**src/rtl/gemm_job_scheduler.sv**
```systemverilog
// gemm_job_scheduler: queues GEMM jobs and issues them one at a time to the systolic controller. Rev 1.0
// Define JOB_SCHED_PERF_EN to add the rsp_cycles per-job latency port.
`default_nettype none

module gemm_job_scheduler #(
  parameter int DEPTH = 4,
  parameter int ID_W  = 4
) (
  input  logic                   clk,
  input  logic                   rst_n,
  input  logic                   cmd_valid,
  output logic                   cmd_ready,
  input  logic [7:0]             cmd_k,
  input  logic [7:0]             cmd_m,
  input  logic [7:0]             cmd_n,
  input  logic [ID_W-1:0]        cmd_id,
  output logic                   ctl_in_valid,
  output logic [7:0]             ctl_k,
  output logic [7:0]             ctl_m,
  output logic [7:0]             ctl_n,
  input  logic                   ctl_busy,
  input  logic                   ctl_complete,
  output logic                   rsp_valid,
  input  logic                   rsp_ready,
  output logic [ID_W-1:0]        rsp_id,
  output logic                   rsp_err,
  output logic [$clog2(DEPTH):0] q_level,
  output logic                   idle
`ifdef JOB_SCHED_PERF_EN
  ,
  output logic [31:0]            rsp_cycles
`endif
);

  localparam int AW = $clog2(DEPTH);
  localparam logic [AW:0] FULL_LEVEL = (AW+1)'(DEPTH);

  typedef enum logic [1:0] {
    S_IDLE  = 2'd0,
    S_ISSUE = 2'd1,
    S_RUN   = 2'd2,
    S_RESP  = 2'd3
  } state_t;

  state_t          state;
  logic [7:0]      mem_k  [DEPTH];
  logic [7:0]      mem_m  [DEPTH];
  logic [7:0]      mem_n  [DEPTH];
  logic [ID_W-1:0] mem_id [DEPTH];
  logic [AW-1:0]   wr_ptr;
  logic [AW-1:0]   rd_ptr;
  logic [AW:0]     count;
  logic            empty;
  logic            push;
  logic            pop;
  logic            head_bad;

  assign empty     = (count == '0);
  // No bypass: a full FIFO refuses even when a pop happens this cycle.
  assign cmd_ready = (count != FULL_LEVEL);
  assign push      = cmd_valid && cmd_ready;
  assign pop       = (state == S_IDLE) && !empty && !ctl_busy;
  assign head_bad  = (mem_k[rd_ptr] == 8'd0) || (mem_m[rd_ptr] == 8'd0) ||
                     (mem_n[rd_ptr] == 8'd0);
  assign q_level   = count;
  assign idle      = (state == S_IDLE) && empty;

  always_ff @(posedge clk) begin
    if (push) begin
      mem_k[wr_ptr]  <= cmd_k;
      mem_m[wr_ptr]  <= cmd_m;
      mem_n[wr_ptr]  <= cmd_n;
      mem_id[wr_ptr] <= cmd_id;
    end
  end

  always_ff @(posedge clk or negedge rst_n) begin
    if (!rst_n) begin
      wr_ptr <= '0;
      rd_ptr <= '0;
      count  <= '0;
    end else begin
      if (push) wr_ptr <= wr_ptr + AW'(1);
      if (pop)  rd_ptr <= rd_ptr + AW'(1);
      case ({push, pop})
        2'b10:   count <= count + (AW+1)'(1);
        2'b01:   count <= count - (AW+1)'(1);
        default: count <= count;
      endcase
    end
  end

`ifdef JOB_SCHED_PERF_EN
  logic [31:0] cyc_cnt;
  logic [31:0] cyc_inc;
  assign cyc_inc = (cyc_cnt == 32'hFFFF_FFFF) ? cyc_cnt : cyc_cnt + 32'd1;
`endif

  always_ff @(posedge clk or negedge rst_n) begin
    if (!rst_n) begin
      state        <= S_IDLE;
      ctl_in_valid <= 1'b0;
      ctl_k        <= '0;
      ctl_m        <= '0;
      ctl_n        <= '0;
      rsp_valid    <= 1'b0;
      rsp_id       <= '0;
      rsp_err      <= 1'b0;
`ifdef JOB_SCHED_PERF_EN
      cyc_cnt      <= '0;
      rsp_cycles   <= '0;
`endif
    end else begin
      case (state)
        S_IDLE: begin
          if (pop) begin
            rsp_id <= mem_id[rd_ptr];
            if (head_bad) begin
              // Rejected jobs never reach the controller; dims stay as last issued.
              state     <= S_RESP;
              rsp_valid <= 1'b1;
              rsp_err   <= 1'b1;
`ifdef JOB_SCHED_PERF_EN
              rsp_cycles <= '0;
`endif
            end else begin
              state        <= S_ISSUE;
              ctl_in_valid <= 1'b1;
              ctl_k        <= mem_k[rd_ptr];
              ctl_m        <= mem_m[rd_ptr];
              ctl_n        <= mem_n[rd_ptr];
            end
          end
        end
        S_ISSUE: begin
          ctl_in_valid <= 1'b0;
          state        <= S_RUN;
`ifdef JOB_SCHED_PERF_EN
          cyc_cnt      <= 32'd1;
`endif
        end
        S_RUN: begin
`ifdef JOB_SCHED_PERF_EN
          cyc_cnt <= cyc_inc;
`endif
          if (ctl_complete) begin
            state     <= S_RESP;
            rsp_valid <= 1'b1;
            rsp_err   <= 1'b0;
`ifdef JOB_SCHED_PERF_EN
            rsp_cycles <= cyc_inc;
`endif
          end
        end
        S_RESP: begin
          if (rsp_ready) begin
            rsp_valid <= 1'b0;
            state     <= S_IDLE;
          end
        end
        default: state <= S_IDLE;
      endcase
    end
  end

endmodule

`default_nettype wire

```
**config.mk**
```make
export PLATFORM = sky130hd
export DESIGN_NAME = gemm_job_scheduler
export DESIGN_NICKNAME = d
export VERILOG_FILES = /design/src/rtl/gemm_job_scheduler.sv
export SDC_FILE = /design/constraint.sdc
export NUM_CORES = 1
export LEC_CHECK = 0
export ABC_CLOCK_PERIOD_IN_PS = 7650
export CAP_MARGIN = 30
export CORE_ASPECT_RATIO = 1.25
export CORE_MARGIN = 2
export CORE_UTILIZATION = 55
export CTS_CLUSTER_DIAMETER = 200
export DETAILED_ROUTE_END_ITERATION = 6
export DONT_BUFFER_PORTS = 1
export PLACE_DENSITY_LB_ADDON = 0.2
export SYNTH_ARGS = -nofsm -noshare
export SYNTH_HDL_FRONTEND = slang
export SYNTH_SLANG_ARGS = --single-unit
```
**constraint.sdc**
```tcl
create_clock -name clk -period 7.65 [get_ports clk]
set_input_delay 2.295 -clock clk [delete_from_list [all_inputs] [get_ports clk]]
set_output_delay 2.295 -clock clk [all_outputs]
set_load 0.02 [all_outputs]
```
==> impl_metrics.json, run 1 <==
{
  "ys_seq_area_frac": 0.7391,
  "placementRows": 42,
  "cts_tree": "yes",
  "avgRoutedWirePerCell_um": 22.67,
  "power.total_mw": 2.877,
  "rsz0062_at_grt": "no",
  "period_minus_slack_ns": 3.863,
  "fin_util": 0.6346,
  "rr_worst_depth": 6,
  "place_hpwl_um": 6846,
  "path_class": "flop to primary output",
  "fillers": 733,
  "yosysWarningCount": 0,
  "fin_hold_ws_ns": 0.5576,
  "grt_first_pass_wirelength_um": 16540,
  "ctsHoldBuffers": 0,
  "placed_cell_area_um2": 6067,
  "clk_pin_slew_ns": 0.06,
  "hold_start": "state[1]",
  "synthCells": 302,
  "hold_depth": 2,
  "dp.cells": 431,
  "post-place-ws_ns": 3.523,
  "area_growth_pct": 12.97,
  "drc": 0,
  "antenna_found_initial": 0,
  "synthesis.nets": 347,
  "crit_fanout": 4,
  "outcome": "finished, final reports clean",
  "syn_area_per_cell_um2": 19.55,
  "drv_slew": 0,
  "start_util": 0.5618,
  "dr.pass1.iters": 4,
  "design.core.area_um2": 10510,
  "grt_pass1_vias": 2871,
  "overflow": 0,
  "io_pins": 70,
  "synth_area_um2": 5904,
  "worst_pin_slew_ns": 0.6907,
  "stdcell_count": 463,
  "insertion_delay_ns": 0.42,
  "grt_max_degree": 41,
  "min_to": "state[1]",
  "r2r_end": "ctl_m[3]",
  "finalWirelength_um": 10500,
  "seq_area_um2": 4365,
  "clock-sinks": 152,
  "crit_start": "q_level[0]",
  "setup_tns_ns": 0,
  "post-route-period-util": 0.5049,
  "initialDrtViolationCount": 154,
  "ys_types": 34,
  "timing.slew.headroom": 0.5395,
  "ant_nets": 0,
  "fmax_ghz": 0.2589,
  "die_y_um": 119.8,
  "layout-drive-gt1-share": 0.1934,
  "cts_resized": 0,
  "port_buffers": 0,
  "gp_congestion": 0.7707,
  "detail_route.vias_per_cell": 5.896,
  "postCtsSetupBuffers": 0,
  "hold_violations": 0,
  "clockBufferDepth": 2,
  "stdcell_area_um2": 6670,
  "finalWorstSetupSlack_ns": 3.787,
  "cp.arrival_ns": 1.57,
  "cts_buffers": 17,
  "cts-htree-levels": 4,
  "max-cap-violations": 0,
  "setup_viol": 0,
  "cp-end-kind": "primary output",
  "ir_worst_vdd_v": 0.0002280,
  "dieWidth_um": 96.67,
  "r2r_setup_slack_ns": 4.33,
  "p_per_area_nw_per_um2": 431.3,
  "track_usage": 0.1959,
  "diodes": 0,
  "fin_skew_ns": 0.008403,
  "cts_root_buffer": "clkbuf_16",
  "r2r_start": "rd_ptr[1]",
  "nNetsFinal": 363,
  "hp-class": "flop to flop",
  "vias": 2730,
  "leakage_nw": 2.401,
  "multi_input_area_um2": 1423,
  "die_area_um2": 11580,
  "start_kind": "flop",
  "crit_required_ns": 5.36,
  "ys_seq_elements": 152
}
-- cells in the mapped netlist (all sizes together) --
library cell  count  area, µm²
a2bb2oi           1      8.760
buf               7      53.80
inv              15      56.30
edfxtp          112       3363
mux4             28      630.6
a21oi             2      10.01
a311o             1      10.01
and3              4      25.02
clkbuf            2      7.510
a41o              1      10.01
a41oi             1      8.760
o22ai             1      6.260
xor2              2      17.52
a31oi             2      12.51
fa                1      20.02
nor4              6      37.54
nand2b            1      6.260
nor2              2      7.510
or3               1      6.260
and2              2      12.51
nand2            20      75.07
nor3              2      10.01
ha               10      125.1
nand3             1      5.000
nand3b            1      7.510
nand4             1      21.27
o21ai             5      25.02
dfrtp            40       1001
mux2             25      281.5
o211ai            1      7.510
xnor2             4      35.03
-- final cells by class --
class	instances	share of cell area
Multi-Input combinational cell	126	0.2133
Clock inverter	12	0.02345
Inverter	15	0.008441
Timing Repair Buffer	6	0.008629
Sequential cell	152	0.6545
Clock buffer	20	0.06697
Tap cell	132	0.02476
-- cell usage in the layout, fill, tap and decap left out, types with 2 or more instances in the layout --
cell type and n:
nor3_1 2, o21ai_0 4, dfrtp_1 39, a21oi_1 2, clkbuf_16 17, nor2_1 2
ha_1 10, xor2_1 2, nor4_1 6, a31oi_1 2, clkinv_2 5, buf_4 5
and2_1 2, mux2_1 25, bufinv_16 4, xnor2_1 4, nand2_1 20, edfxtp_1 112
and3_1 4, mux4_2 28, inv_1 14, clkbuf_1 2, clkinv_1 3
-- sequential cells by signal (all words and copies together), names as in the netlist, 2 cells and up --
name / flops
mem_n: 32
mem_id: 16
mem_m: 32
q_level: 3
state: 2
mem_k: 32
rsp_id: 4
rd_ptr: 2
wr_ptr: 2
ctl_m: 8
ctl_n: 8
ctl_k: 8
-- how the worst max path moves through the flow --
stage	endpoint	slack (ns)	cells past startpoint
4_1_cts	idle	3.75	2
2_1_floorplan	q_level[2]	3.64	9
3_5_place_dp	ctl_k[7]	3.52	4
3_3_place_gp	q_level[2]	3.59	8
6_report	idle	3.79	2
5_1_grt	idle	3.67	2
-- kinds of logic after synthesis --
family	count (synthesis)	synth area share
mux	53	0.1545
compound gates	15	0.01674
xor+xnor	6	0.008900
simple gates	41	0.03624
fa+ha+maj	11	0.02458
buf+inv	24	0.01992
flops	152	0.7391
-- routing by layer --
layer | track usage | part of all wire
met3 | 0.08620 | 0.075
met5 | 0 | 0
met1 | 0.2379 | 0.40
met2 | 0.3056 | 0.50
met4 | 0.08891 | 0.023
-- where the power goes --
group          internal, mW  switching (mW)  leakage, nW  total, mW
clock network         0.547           0.303        0.300      0.850
registers              1.13           0.258         1.50       1.38
logic                 0.312           0.330        0.603      0.642
total                  1.99           0.891         2.40       2.88
-- worst max-delay path, cell delays in order (launching register included) --
cell	delay (ns)
dfrtp_1	0.50
nor3_1	0.36
and2_1	0.30
Note: power is estimated with default switching activity, not from simulation.
==> run 2, diff against run 1 <==
ABC_CLOCK_PERIOD_IN_PS = 3830   (was 7650)
clock period = 3.83 ns   (was 7.65 ns; I/O delays follow)
==> run 2 against run 1 <==
Compared with the run above:
- power is 97% higher
- flip-flop and latch count stayed put
- first-iteration DRC count is 45% higher
- non-clock buffer count is 7 higher
- register-to-register slack worse by 3.6 ns
- via count is 0.88% higher
- utilization is 0.14 points higher
- die area stayed put
- critical path depth is 4 higher
- sequential power is 96% higher
- critical path type is now flop to flop
- critical endpoint is now ctl_m[2]
- largest cell class unchanged
- largest power group unchanged
- highest routed layer unchanged
==> impl_metrics.json, run 2 (synthesis gave the netlist of run 1 again) <==
{
  "outcome": "finished, final reports clean",
  "cp_num_buf_inv": 1,
  "setup_tns_ns": 0,
  "area_growth_pct": 13.22,
  "dp.cells": 438,
  "insertion_delay_ns": 0.41,
  "cts-htree-levels": 4,
  "cts_tree": "yes",
  "setup_viol": 0,
  "antenna_found_initial": 0,
  "worst_pin_slew_ns": 0.5823,
  "highest_layer": "met4",
  "ir_worst_vdd_v": 0.0004862,
  "p_per_area_nw_per_um2": 846.0,
  "track_usage": 0.1924,
  "path_class": "flop to flop",
  "grt_max_degree": 41,
  "wl_met1_um": 4014,
  "clockBufferDepth": 2,
  "post-route-period-util": 0.8175,
  "overflow": 0,
  "leakage_nw": 2.416,
  "io_pins": 70,
  "hp-class": "primary input to asynchronous set/reset pin",
  "crit_required_ns": 4.12,
  "cts_resized": 0,
  "gp_congestion": 0.7150,
  "clock-sinks": 152,
  "cts_buffers": 17,
  "postCtsSetupBuffers": 0,
  "initialDrtViolationCount": 224,
  "ant_nets": 0,
  "drv_slew": 0,
  "routed-wl-met2_um": 5496,
  "clk_pin_slew_ns": 0.06,
  "ctsHoldBuffers": 0,
  "layout_common_cells": "edfxtp_1 (112), dfrtp_1 (39), mux4_2 (28), mux2_1 (25), nand2_1 (20)",
  "drc": 0,
  "fmax_ghz": 0.3194,
  "place_hpwl_um": 6762,
  "crit_family": "simple AND/OR/NAND/NOR gates",
  "grt_first_pass_wirelength_um": 16230,
  "period_minus_slack_ns": 3.131,
  "grt_pass1_vias": 2917,
  "placementRows": 42,
  "die_area_um2": 11580,
  "layout-drive-gt1-share": 0.2130,
  "diodes": 0,
  "nNetsFinal": 370,
  "dr_wl_met3_um": 676,
  "rsz0062_at_grt": "no",
  "avgRoutedWirePerCell_um": 22.07,
  "start_util": 0.5618,
  "finalWirelength_um": 10370,
  "port_buffers": 0,
  "cp.arrival_ns": 3.42,
  "final_common_cell": "edfxtp_1",
  "timing.slew.headroom": 0.6082,
  "dieWidth_um": 96.67,
  "cts_root_buffer": "clkbuf_16",
  "hold_violations": 0,
  "max-cap-violations": 0,
  "crit_path_cell_trace": "buf_4 > mux4_2 > nor4_1 > nand2_1 > nand4_4 > mux2_1",
  "reg_top3": "mem_k (32), mem_m (32), mem_n (32)",
  "fin_util": 0.6361,
  "design.core.area_um2": 10510,
  "start_kind": "flop",
  "critPathMaxStageDelay_ns": 0.56,
  "dr.pass1.iters": 4,
  "cp_slowest_cell": "dfrtp_2",
  "rr_worst_depth": 6,
  "cp-end-kind": "flop",
  "fin_skew_ns": 0.008258,
  "stdcell_count": 470,
  "vias": 2754,
  "crit_fanout": 25,
  "fin_hold_ws_ns": 0.4300,
  "die_y_um": 119.8,
  "detail_route.vias_per_cell": 5.860,
  "worst-path-stages": 6,
  "fillers": 736
}
[run 2: changes by cell type in the layout (fill, tap and decap cells not counted)]
cell / change
buf_4: +8
clkinv_1: -3
bufinv_16: -2
clkbuf_1: +2
clkbuf_8: +2
buf_12: -1
clkinv_2: -1
clkinv_4: +1
clkinvlp_4: +1
[run 2: area by class of cell]
class                      instances  area, µm²  share of cell area
sequential                       152       4365              0.6530
multi-input combinational        126       1423              0.2128
clock buffer                      24      481.7             0.07206
tap                              132      165.2             0.02471
timing repair buffer              13      97.59             0.01460
clock inverter                     8      96.34             0.01441
inverter                          15      56.30            0.008422
[run 2: worst paths after layout]
path,start,to,slack [ns]
max reg2reg,rd_ptr[0],ctl_m[2],0.70
min reg2reg,state[1],state[1],0.57
min,rst_n,ctl_m[0],0.43
min in group clk,state[1],state[1],0.57
max in group asynchronous,rst_n,rd_ptr[0],3.31
max,rd_ptr[0],ctl_m[2],0.70
[run 2: metal layers]
metal,vias up,GRT usage
li1,1232,-
met5,-,0
met2,84,0.3138
met4,0,0.08363
met3,17,0.07746
met1,1421,0.2275
[run 2: worst register-to-register path, stage by stage (launching register included)]
cell and delay, ns:
dfrtp_2 0.56, buf_4 0.33, mux4_2 0.57, nor4_1 0.43, nand2_1 0.27, nand4_4 0.44, mux2_1 0.40
[run 2: metrics by stage]
stage / power [mW] / setup slack, ns / cell area [µm²]
floorplan: 3.720 / 0.9640 / 5904
global placement: 4.090 / 0.7178 / 6107
detailed placement: 4.127 / 0.6847 / 6107
CTS: 5.744 / 0.6561 / 6685
global route: 5.949 / 0.5525 / 6685
finish: 5.656 / 0.6988 / 6685
[run 2: power breakdown]
group          switching (mW)  total [mW]  leakage (nW)  internal [mW]
registers               0.463        2.71          1.50           2.25
clock network           0.592        1.60         0.284           1.01
logic                   0.703        1.34         0.634          0.639
total                    1.76        5.66          2.42           3.90
==> run 3, diff against run 2 <==
ABC_CLOCK_PERIOD_IN_PS = 2860   (was 3830)
clock period = 2.86 ns   (was 3.83 ns; I/O delays follow)
==> run 3 against run 2 <==
Compared with the run above:
- cell area rose by 1.6%
- flip-flop and latch count did not move
- global-route usage fell by 0.29 points
- worst setup slack got worse by 0.53 ns
- final cell count rose by 0.43%
- count of clock-buffer cells in the layout fell by 2
- clock skew barely moved
- combinational power rose by 40%
- utilization rose by 1.0 points
- largest power group unchanged
- highest routed layer unchanged
==> impl_metrics.json, run 3 (synthesis gave the netlist of run 1 again) <==
{
  "stdcell_area_um2": 6792,
  "cts_buffers": 17,
  "die_y_um": 119.8,
  "ctsHoldBuffers": 0,
  "p_per_area_nw_per_um2": 1157,
  "clock-sinks": 152,
  "final_common_cell": "edfxtp_1",
  "dr.pass1.iters": 4,
  "ant_nets": 0,
  "dieWidth_um": 96.67,
  "fin_skew_ns": 0.008108,
  "clk_pin_slew_ns": 0.06,
  "grt_first_pass_wirelength_um": 16090,
  "multi_input_area_um2": 1435,
  "insertion_delay_ns": 0.41,
  "drc": 0,
  "period_minus_slack_ns": 2.688,
  "ir_worst_vdd_v": 0.0007466,
  "gp_congestion": 0.7278,
  "design.core.area_um2": 10510,
  "fillers": 721,
  "leakage_nw": 2.454,
  "cts_tree": "yes",
  "outcome": "finished, final reports clean",
  "drv_slew": 0,
  "cp-end-kind": "flop",
  "r2r_setup_slack_ns": 0.17,
  "track_usage": 0.1896,
  "grt_max_degree": 41,
  "crit_fanout": 12,
  "path_class": "flop to flop",
  "cp.arrival_ns": 2.97,
  "seq_area_um2": 4365,
  "crit_required_ns": 3.14,
  "clockBufferDepth": 2,
  "hp-class": "primary input to asynchronous set/reset pin",
  "grt_pass1_vias": 3019,
  "setup_viol": 0,
  "start_util": 0.5618,
  "antenna_found_initial": 0,
  "placementRows": 42,
  "rr_worst_depth": 6,
  "reg_top3": "mem_k (32), mem_m (32), mem_n (32)",
  "finalWirelength_um": 10290,
  "worst_pin_slew_ns": 0.4640,
  "area_growth_pct": 15.02,
  "fmax_ghz": 0.3721,
  "detail_route.vias_per_cell": 5.890,
  "power.total_mw": 7.859,
  "diodes": 0,
  "cts_root_buffer": "clkbuf_16",
  "r2r_start": "rd_ptr[0]",
  "endpoint": "ctl_k[3]",
  "cts-htree-levels": 4,
  "placed_cell_area_um2": 6140,
  "overflow": 0,
  "io_pins": 70,
  "max-cap-violations": 0,
  "vias": 2780,
  "post-route-period-util": 0.9397,
  "initialDrtViolationCount": 169,
  "die_area_um2": 11580,
  "layout-drive-gt1-share": 0.2147,
  "hold_violations": 0,
  "port_buffers": 0,
  "timing.slew.headroom": 0.6900,
  "r2r_end": "ctl_k[3]",
  "postCtsSetupBuffers": 0,
  "nNetsFinal": 372,
  "start_kind": "flop",
  "place_hpwl_um": 6422,
  "crit_start": "rd_ptr[0]",
  "layout_common_cells": "edfxtp_1 (112), dfrtp_1 (39), mux4_2 (28), mux2_1 (25), nand2_1 (20)",
  "avgRoutedWirePerCell_um": 21.81,
  "cts_resized": 0
}
==> run 3: cell types whose count changed in the layout (fill, tap and decap cells not counted) <==
cell | previous run | this run
bufinv_16 | 2 | 5
buf_12 | 0 | 2
clkinv_1 | 0 | 2
clkinv_2 | 4 | 2
buf_4 | 13 | 12
clkbuf_1 | 4 | 3
clkbuf_8 | 3 | 2
clkinv_4 | 1 | 0
nand4_2 | 0 | 1
==> run 3: where the power goes <==
part	total [mW]	switching, mW	internal [mW]
Clock	2.37	0.787	1.59
Combinational	1.87	0.972	0.901
Sequential	3.61	0.596	3.02
==> run 3: worst min-delay path by stage <==
stage               startpoint  cells past startpoint  slack, ns          to
floorplan             state[1]                      2       0.50    state[1]
global placement      state[1]                      2       0.54    state[1]
detailed placement       rst_n                      0       0.56    ctl_k[4]
CTS                      rst_n                      0       0.13     rsp_err
global route             rst_n                      0       0.12  q_level[1]
finish                   rst_n                      0       0.14     rsp_err
==> run 3: critical path: stages (launching register included) <==
cell and delay, ns:
dfrtp_2 0.39, buf_4 0.21, mux4_2 0.53, nor4_1 0.44, nand2_1 0.28, nand4_2 0.36
mux2_1 0.36
==> run 3: metrics by stage <==
| stage | std cells | setup WS, ns | hold WS (ns) | utilization | setup TNS, ns |
|---|---|---|---|---|---|
| CTS | 471 | 0.1240 | 0.1268 | 0.6450 | 0 |
| global route | 472 | -0.03607 | 0.1164 | 0.6462 | -0.2993 |
| global placement | 439 | 0.2178 | 0.5441 | 0.5842 | 0 |
| finish | 472 | 0.1724 | 0.1416 | 0.6462 | 0 |
| detailed placement | 439 | 0.1911 | 0.5601 | 0.5842 | 0 |
| floorplan | 302 | 0.2850 | 0.5048 | - | 0 |
==> run 3: routing by layer <==
metal / part of all wire / GRT usage / vias up
met5: 0 / 0 / -
met4: 0.011 / 0.06954 / 0
met3: 0.066 / 0.07280 / 9
met2: 0.54 / 0.3229 / 77
met1: 0.38 / 0.2195 / 1461
li1: - / - / 1233
==> run 3: layout make-up <==
cell class	count	share of cell area
clock inverters	10	0.02579
well taps	132	0.02432
multi-input cells	127	0.2113
clock buffers	22	0.06835
repair buffers	14	0.01916
flip-flops and latches	152	0.6428
inverters	15	0.008290
